**config.mk**
```make
export PLATFORM = sky130hd
export DESIGN_NAME = piso_serializer
export DESIGN_NICKNAME = d
export VERILOG_FILES = /design/src/rtl/seq_pkg.sv /design/src/rtl/piso_serializer.sv
export SDC_FILE = /design/constraint.sdc
export NUM_CORES = 1
export LEC_CHECK = 0
export ABC_AREA = 0
export CAP_MARGIN = 25
export CORE_UTILIZATION = 40
export CTS_CLUSTER_DIAMETER = 200
export DETAILED_ROUTE_END_ITERATION = 12
export MAX_ROUTING_LAYER = met4
export SLEW_MARGIN = 20
export SYNTH_ARGS = -nofsm -noshare
export SYNTH_HDL_FRONTEND = slang
export SYNTH_SLANG_ARGS = --single-unit
```
**constraint.sdc**
```tcl
create_clock -name clk -period 3.1 [get_ports clk]
set_input_delay 0.62 -clock clk [delete_from_list [all_inputs] [get_ports clk]]
set_output_delay 0.62 -clock clk [all_outputs]
set_load 0.02 [all_outputs]
```
**src/rtl/seq_pkg.sv**
```systemverilog
// Shared definitions for the serial pattern path: serializer state encoding
// and the default pattern width.
package seq_pkg;

    localparam int PAT_W = 5;

    typedef enum logic {
        IDLE  = 1'b0,
        SHIFT = 1'b1
    } state_t;

endpackage

```
**src/rtl/piso_serializer.sv**
```systemverilog
// Parallel-in serial-out converter with a one-entry holding register so that
// words can stream back to back without idle cycles on sout.
module piso_serializer
    import seq_pkg::*;
#(
    parameter int WIDTH      = PAT_W,
    parameter bit MSB_FIRST  = 1'b1,
    parameter bit IDLE_LEVEL = 1'b0
) (
    input  logic             clk,
    input  logic             rst,
    input  logic [WIDTH-1:0] in_data,
    input  logic             in_valid,
    output logic             in_ready,
    output logic             sout,
    output logic             sout_valid,
    output logic             sout_last,
    output logic             busy
);

    localparam int            CW       = (WIDTH > 1) ? $clog2(WIDTH) : 1;
    localparam logic [CW-1:0] LAST_CNT = CW'(WIDTH - 1);

    state_t           state_r, state_s;
    logic [WIDTH-1:0] sr_r, sr_s;
    logic [WIDTH-1:0] hr_r, hr_s;
    logic             hr_full_r, hr_full_s;
    logic [CW-1:0]    cnt_r, cnt_s;
    logic             accept_s;
    logic             free_s;
    logic             sout_r, sout_valid_r, sout_last_r, busy_r;

    // Bit that leaves the shift register first, given the configured order.
    function automatic logic head_bit(input logic [WIDTH-1:0] v);
        if (MSB_FIRST) begin
            return v[WIDTH-1];
        end else begin
            return v[0];
        end
    endfunction

    // Advance the shift register by one bit toward the output end.
    function automatic logic [WIDTH-1:0] shift_once(input logic [WIDTH-1:0] v);
        if (MSB_FIRST) begin
            return {v[WIDTH-2:0], 1'b0};
        end else begin
            return {1'b0, v[WIDTH-1:1]};
        end
    endfunction

    assign in_ready = !hr_full_r && !rst;

    // Next-state logic: the SR reloads at its free edge, HR before bypass.
    always_comb begin
        state_s   = state_r;
        sr_s      = sr_r;
        hr_s      = hr_r;
        hr_full_s = hr_full_r;
        cnt_s     = cnt_r;
        accept_s  = in_valid && in_ready;
        free_s    = (state_r == IDLE) || (cnt_r == LAST_CNT);

        if (free_s) begin
            cnt_s = {CW{1'b0}};
            if (hr_full_r) begin
                // in_ready was low, so accept_s is 0 here; HR simply drains.
                sr_s      = hr_r;
                state_s   = SHIFT;
                hr_full_s = accept_s;
                if (accept_s) begin
                    hr_s = in_data;
                end else begin
                    hr_s = hr_r;
                end
            end else if (accept_s) begin
                sr_s    = in_data;
                state_s = SHIFT;
            end else begin
                state_s = IDLE;
            end
        end else begin
            sr_s  = shift_once(sr_r);
            cnt_s = cnt_r + 1'b1;
            if (accept_s) begin
                hr_s      = in_data;
                hr_full_s = 1'b1;
            end else begin
                hr_full_s = hr_full_r;
            end
        end
    end

    // State, datapath and registered outputs; reset drops any word in flight.
    always_ff @(posedge clk or posedge rst) begin
        if (rst) begin
            state_r      <= IDLE;
            sr_r         <= {WIDTH{1'b0}};
            hr_r         <= {WIDTH{1'b0}};
            hr_full_r    <= 1'b0;
            cnt_r        <= {CW{1'b0}};
            sout_r       <= IDLE_LEVEL;
            sout_valid_r <= 1'b0;
            sout_last_r  <= 1'b0;
            busy_r       <= 1'b0;
        end else begin
            state_r      <= state_s;
            sr_r         <= sr_s;
            hr_r         <= hr_s;
            hr_full_r    <= hr_full_s;
            cnt_r        <= cnt_s;
            sout_r       <= (state_s == SHIFT) ? head_bit(sr_s) : IDLE_LEVEL;
            sout_valid_r <= (state_s == SHIFT);
            sout_last_r  <= (state_s == SHIFT) && (cnt_s == LAST_CNT);
            busy_r       <= (state_s == SHIFT) || hr_full_s;
        end
    end

    assign sout       = sout_r;
    assign sout_valid = sout_valid_r;
    assign sout_last  = sout_last_r;
    assign busy       = busy_r;

endmodule

```
Word-level counts from Yosys, hierarchy flattened:

Cells that the tools add are included.

* output and inout port bits: 5
* bits in registers: 18
* word-level logic and storage cells: 36

* $add $sub $neg: 1
* bitwise logic cells: 1
* mux-type cells: 14
* reduce and logical (&&, ||, !) cells: 7
* equality and inequality tests: 4

Operators by type and width (number)
* 5-bit 2-to-1 mux: 6
* 1-bit 2-to-1 mux: 7
* 3-bit == test (second input constant): 2
* 3-bit by 1-bit adder with 3-bit output (second input constant): 1
* 1-bit logical AND: 3
* 3-bit 2-to-1 mux: 1
* 3-bit inequality test (second input constant): 1
* 1-bit logical NOT: 2
* 1-bit logical OR: 2
* 2-bit inequality test (second input constant): 1
* 1-bit NOT: 1

Depth between registers and ports, before layout:

Gate-level depths: netlist of run 1.

* depth after elaboration: 7
* gate-level depth with buffers: 6
* gate-level depth less buffers: 5

Worst setup path before layout of run 1:

No wires, ideal clock.

* path kind: in2reg
* start: input rst
* end: register hr_r[0]
* setup time: 0.125 ns
* required time: 2.975 ns
* path slack: 1.381 ns
* stages: 5
* arrival: 1.594 ns
* cells stage by stage: nand2b_4 -> buf_6 -> or3_1 -> buf_6 -> mux2_4

* word-level cells in the longest chain between the ends: 6

RTL lines
* start: declaration: RTL line piso_serializer.sv:11 `input logic rst,`
* 1-bit logical NOT (no source line) (*)
* 1-bit logical AND (*): RTL line piso_serializer.sv:51 `assign in_ready = !hr_full_r && !rst;`
* 1-bit logical AND (*): RTL line piso_serializer.sv:60 `accept_s = in_valid && in_ready;`
* 5-bit 2-to-1 mux (*)
* 5-bit 2-to-1 mux
* 5-bit 2-to-1 mux (*)
* end signal: assignment: RTL line piso_serializer.sv:98 `hr_r <= {WIDTH{1'b0}};`
* end signal: assignment: RTL line piso_serializer.sv:108 `hr_r <= hr_s;`
* end: declaration: RTL line piso_serializer.sv:26 `logic [WIDTH-1:0] hr_r, hr_s;`

Mark *: on every way between the ends. The rest lies on a longest branch, timed or not. The select of a mux whose other input is x is not followed.
A chain may end at the register's enable or synchronous reset.

Worst setup path in the final report of run 1:

* start: input rst
* end: output in_ready

* word-level cells in the longest chain between the ends: 2

RTL lines
* 1-bit logical NOT (no source line)
* 1-bit logical AND: RTL line piso_serializer.sv:51
* end: declaration: RTL line piso_serializer.sv:14 `output logic in_ready,`

Every way passes these cells.

==> results of run 1 <==
## cell usage in the layout, fill, tap and decap left out, drive strengths merged, types with 2 or more instances in the layout
cell | netlist | routed
nor2 | 8 | 8
nor3b | 2 | 2
nand2 | 3 | 3
a211oi | 3 | 3
inv | 4 | 4
mux2i | 5 | 5
clkdlybuf4s50 | 0 | 12
clkbuf | 2 | 3
ha | 2 | 2
o21ai | 2 | 2
dfrtp | 17 | 17
a21oi | 2 | 2
mux2 | 5 | 5
## final timing paths
check,startpoint,slack (ns),end,cells after the start
worst max-delay path,rst,0.69,in_ready,3
worst min-delay path,cnt_r[0]$_DFF_PP0_,0.47,cnt_r[0]$_DFF_PP0_,1
worst max register to register,cnt_r[0]$_DFF_PP0_,1.16,hr_r[3]$_DFFE_PP0P_,5
worst min register to register,cnt_r[0]$_DFF_PP0_,0.47,cnt_r[0]$_DFF_PP0_,1
max in group asynchronous,rst,2.19,hr_r[2]$_DFFE_PP0P_,3
min in group asynchronous,rst,0.72,hr_r[3]$_DFFE_PP0P_,3
## logic make-up after synthesis
logic type / Yosys count
AOI/OAI and AO/OA: 9
buffers and inverters: 8
DFF: 17
adders and majority gates: 2
xor gates and xnor gates: 1
muxes: 10
and+or+nand+nor: 19
## per-stage QoR
step           std cells  util [%]  power (mW)
6_report             104     53.26      0.8576
5_1_grt              104     53.26      0.9198
4_1_cts              104     53.26      0.8727
3_5_place_dp         100     51.72      0.7501
3_3_place_gp         100     51.72      0.7453
2_1_floorplan         66         -      0.6496
## report_power, final
group	internal (mW)	total, mW	switching, mW
registers	0.322	0.383	0.0612
logic	0.186	0.357	0.171
clock network	0.0478	0.117	0.0691
total	0.556	0.858	0.301
## sequential cells by signal (all words and copies together) (netlist names)
register and cells:
cnt_r 3, busy 1, sout_last 1, hr_full_r 1, sr_r 4, hr_r 5, sout 1, sout_valid 1
## final cells by class
type	count	area share [%]
repair buffers	13	13.44
clock inverters	1	0.5270
inverters	4	1.581
flip-flops and latches	17	44.80
multi-input cells	41	33.99
clock buffers	3	2.372
well taps	25	3.294
## routing by layer
layer	GRT usage [%]	share of wire, %	up-vias
met4	7.059	0.95	0
met1	17.40	49	246
met5	-	0	-
li1	-	-	250
met2	20.28	47	8
met3	3.529	3.0	2
==> results.json, run 1 <==
{
  "wl_per_cell_um": 12.19,
  "yosysTopAreaCellShare_pct": 53.63,
  "start_kind": "input pin",
  "yosysTopAreaCell": "dfrtp_1",
  "yosysWarnings": 0,
  "synth_compound_area_share_pct": 7.571,
  "syn_nets": 76,
  "place_congestion": 0.7031,
  "first_global_vias": 451,
  "crit_top_cell": "clkdlybuf4s50_1",
  "skew_ns": 0.001032,
  "synth_seq_area_share_pct": 53.63,
  "outcome": "completed",
  "drive_gt1_share_pct": 16.46,
  "synth_xor_area_share_pct": 1.104,
  "drc": 0,
  "synth_top_family_by_area": "multiplexers",
  "cts_root_buf": "clkbuf_4",
  "synth_area_leaders": "dfrtp_1 (54%), mux2_4 (9.5%), mux2i_1 (6.3%)",
  "synth_flop_cell": "dfrtp_1",
  "syn_area_um2": 793.3,
  "vias": 506,
  "drtIter0Drc": 5,
  "worstSetupPathType": "input pin to output port",
  "cp_top_family": "buffers and inverters",
  "portBuffers": 12,
  "ys_ff_latch": 17,
  "yosys.area_share.simple_pct": 13.09,
  "fin_crit_ns": 2.406,
  "cts_resized": 0,
  "stdcell_area_um2": 949.7,
  "finalNetCount": 90,
  "synth_cell_types": 22,
  "io_pins": 13,
  "synthMuxAreaShare_pct": 15.77,
  "hold_class": "flop to flop",
  "path_buf_inv": 2,
  "fin_ws_ns": 0.6939,
  "place_ws_ns": 0.6831,
  "grt_max_degree": 19,
  "rsz0062_at_grt": "no",
  "cts_tree": "built",
  "vdd_ir_drop_max_mv": 0.3411,
  "seqCellArea_um2": 425.4,
  "worst_ep_required_time_ns": 2.48,
  "core_um2": 1783,
  "htree_num_levels": 1,
  "cp-end-kind": "output port",
  "synth_area_per_cell_um2": 12.02,
  "grtUsageTotal_pct": 13.83,
  "grt_first_pass_wirelength_um": 1973,
  "synth.most_common_cell": "dfrtp_1",
  "worst_pin_slew_ns": 0.5727,
  "final-max-slew-violation-count": 0,
  "wirelength_um": 1268,
  "postCtsSetupRepairBufs": 0,
  "area_growth_pct": 19.72,
  "critPathArrivalTime_ns": 1.79,
  "die_y_um": 46.53,
  "fill_cells": 163,
  "max_freq_ghz": 0.4156,
  "multiInputGateArea_um2": 322.8,
  "max_stage_delay_ns": 0.61,
  "syn_inst": 66,
  "grt_overflow_total": 0,
  "maxCapViolations": 0,
  "crit_chain": "clkdlybuf4s50_1, nor2_1, clkdlybuf4s50_1",
  "die_x_um": 46.53,
  "vias_per_cell": 4.865,
  "num_rows": 15,
  "hold_buffers": 0,
  "synth_edf_count": 0,
  "antennaDiodeCount": 0,
  "cts_made_buffers": 3,
  "hold_viol": 0,
  "path_clk_slew_ns": 0.10,
  "cts_max_path_buffers": 2,
  "synth-async-reset-ratio_pct": 100.0,
  "fin_crit_sh_pct": 77.62,
  "p_per_area_nw_per_um2": 903.0,
  "tns_ns": 0,
  "start_util_pct": 44.49,
  "worst_path_max_delay_cell": "clkdlybuf4s50_1",
  "ant_nets": 0,
  "cp_max_fo": 4,
  "cts.sinks": 17,
  "synthAdderAreaFrac_pct": 3.155,
  "placed_area_um2": 922.1,
  "antenna_found_initial": 0,
  "die_area_um2": 2165,
  "hold_ws_ns": 0.4682,
  "slew_headroom_pct": 61.74,
  "synth_common_cells": "dfrtp_1 (17), nor2_1 (8), mux2_4 (5), mux2i_1 (5), inv_1 (4)",
  "firstDrtPassIters": 4,
  "setup_viol": 0,
  "worstSkewPairLatency_ns": 0.28,
  "leakagePower_nw": 0.4554
}
Note: power is estimated with default switching activity, not from simulation.
==> run 2, diff against run 1 <==
--- a/config.mk
+++ b/config.mk
@@ -11,6 +11,7 @@
 export CTS_CLUSTER_DIAMETER = 200
 export DETAILED_ROUTE_END_ITERATION = 12
 export MAX_ROUTING_LAYER = met4
+export PLACE_DENSITY = 0.65
 export SLEW_MARGIN = 20
 export SYNTH_ARGS = -nofsm -noshare
 export SYNTH_HDL_FRONTEND = slang
==> constraint.sdc (replaced) <==
create_clock -name clk -period 2.04 [get_ports clk]
set_input_delay 0.408 -clock clk [delete_from_list [all_inputs] [get_ports clk]]
set_output_delay 0.408 -clock clk [all_outputs]
set_load 0.02 [all_outputs]
==> run 2 against run 1 <==
Effect of this change: critical path depth unchanged; final cell count up 2.9%; flip-flop and latch count stayed put; via count is 5.7% higher; register-to-register slack worse by 0.95 ns; hold slack worse by 0.0017 ns; clock-buffer cell count stayed put; core utilization increased by 1.3 points; combinational power rose by 64%; die area unchanged; sequential power is 54% higher; critical path type unchanged; largest power group unchanged; highest routed layer unchanged.
==> results.json, run 2 (same netlist as run 1, synthesis figures left out) <==
{
  "outcome": "completed",
  "drive_gt1_share_pct": 19.51,
  "internal-power_mw": 0.8721,
  "htree_num_levels": 1,
  "fin_crit_ns": 2.013,
  "area_growth_pct": 22.56,
  "critPathArrivalTime_ns": 1.60,
  "skew_ns": 0.005517,
  "first_global_vias": 557,
  "place_congestion": 0.7665,
  "worst_pin_slew_ns": 0.3144,
  "hold_viol": 0,
  "setup_viol": 0,
  "finalNetCount": 93,
  "postCtsSetupRepairBufs": 0,
  "mostFrequentLayoutCell": "dfrtp_1",
  "dp_hpwl_um": 1009,
  "reg2reg_slack_ns": 0.21,
  "top_layer": "met4",
  "io_pins": 13,
  "cts.sinks": 17,
  "reg_top3": "hr_r (5), sr_r (4), cnt_r (3)",
  "start_kind": "input pin",
  "cts_max_path_buffers": 2,
  "die_area_um2": 2165,
  "vias_per_cell": 5.000,
  "regMostFlops": "hr_r",
  "fin_crit_sh_pct": 98.67,
  "clkPwrFrac_pct": 13.4,
  "layout_common_cells": "dfrtp_1 (17), clkdlybuf4s50_1 (12), nor2_1 (8)",
  "placed_area_um2": 944.7,
  "drc": 0,
  "rr_endpoint": "hr_r[3]$_DFFE_PP0P_",
  "maxCapViolations": 0,
  "grt_overflow_total": 0,
  "wirelength_um": 1433,
  "antennaDiodeCount": 0,
  "largest_reg_flops": 5,
  "grt_max_degree": 18,
  "antenna_found_initial": 0,
  "cts_resized": 0,
  "sequentialPowerShare_pct": 43.3,
  "vias": 535,
  "hold_buffers": 0,
  "cts_tree": "built",
  "grtUsageTotal_pct": 16.96,
  "stdcell_area_um2": 972.2,
  "firstDrtPassIters": 4,
  "start_util_pct": 44.49,
  "worst_ep_required_time_ns": 1.63,
  "slew_headroom_pct": 79.04,
  "wl_met2_um": 661,
  "portBuffers": 12,
  "leakagePower_nw": 0.4695,
  "hold_class": "flop to flop",
  "worstSetupPathType": "input pin to output port",
  "cts_made_buffers": 3,
  "p_per_area_nw_per_um2": 1396,
  "drtIter0Drc": 5,
  "die_x_um": 46.53,
  "comb_power_share_pct": 43.2,
  "max_freq_ghz": 0.4968,
  "die_y_um": 46.53,
  "final-max-slew-violation-count": 0,
  "drt-met1-wl_um": 677,
  "cts_root_buf": "clkbuf_4",
  "tns_ns": 0,
  "worstSkewPairLatency_ns": 0.29,
  "met3WireLength_um": 81,
  "critPathLaunch": "rst",
  "final_cells": 107,
  "vdd_ir_drop_max_mv": 0.7946,
  "num_rows": 15,
  "ant_nets": 0,
  "dp_cells": 103,
  "grt_first_pass_wirelength_um": 2415,
  "endpoint": "in_ready",
  "cp_max_fo": 4,
  "reg2reg_from": "cnt_r[0]$_DFF_PP0_",
  "wl_per_cell_um": 13.39,
  "cp-end-kind": "output port",
  "p_sw_share_pct": 35.74,
  "switchingPower_mw": 0.4850,
  "path_clk_slew_ns": 0.10,
  "core_um2": 1783,
  "rsz0062_at_grt": "no",
  "ff2ff_path_depth": 5
}
## run 2: through the flow
| stage | worst slack [ns] | total power [mW] | util, % | hold WS, ns |
|---|---|---|---|---|
| floorplan | 0.3418 | 0.9872 | - | 0.3424 |
| global placement | 0.04241 | 1.164 | 52.98 | 0.4504 |
| detailed placement | 0.01886 | 1.183 | 52.98 | 0.4595 |
| CTS | 0.01581 | 1.378 | 54.53 | 0.4737 |
| global route | 0.005659 | 1.454 | 54.53 | 0.5125 |
| finish | 0.02720 | 1.357 | 54.53 | 0.4665 |
## run 2: cell type report
type / instances / area, µm²
Clock buffer: 3 / 22.52
Multi-Input combinational cell: 41 / 322.8
Timing Repair Buffer: 16 / 150.1
Clock inverter: 1 / 5.005
Inverter: 4 / 15.01
Sequential cell: 17 / 425.4
Fill cell: 153 / 810.8
Tap cell: 25 / 31.28
## run 2: worst min path at each step
stage / from / end / depth (start not counted)
5_1_grt: cnt_r[0]$_DFF_PP0_ / cnt_r[0]$_DFF_PP0_ / 1
6_report: cnt_r[0]$_DFF_PP0_ / cnt_r[0]$_DFF_PP0_ / 1
3_3_place_gp: cnt_r[0]$_DFF_PP0_ / cnt_r[0]$_DFF_PP0_ / 1
2_1_floorplan: rst / busy$_DFF_PP0_ / 1
3_5_place_dp: cnt_r[0]$_DFF_PP0_ / cnt_r[0]$_DFF_PP0_ / 1
4_1_cts: cnt_r[0]$_DFF_PP0_ / cnt_r[0]$_DFF_PP0_ / 1
## run 2: worst max-delay path, stage by stage
cell and delay (ns):
clkdlybuf4s50_1 0.46, nor2_1 0.12, clkdlybuf4s50_1 0.61
## run 2: power groups by stage
stage / registers [mW] / logic (mW) / clock network, mW
floorplan: 0.590 / 0.397 / 0
global placement: 0.594 / 0.570 / 0
detailed placement: 0.594 / 0.589 / 0
CTS: 0.590 / 0.594 / 0.194
global route: 0.609 / 0.647 / 0.198
finish: 0.588 / 0.587 / 0.182
## run 2: per-layer routing
| metal | up-vias | global-route usage (%) |
|---|---|---|
| met5 | - | - |
| met4 | 0 | 5.294 |
| met3 | 2 | 5.882 |
| met2 | 17 | 25.83 |
| met1 | 261 | 20.87 |
| li1 | 255 | - |
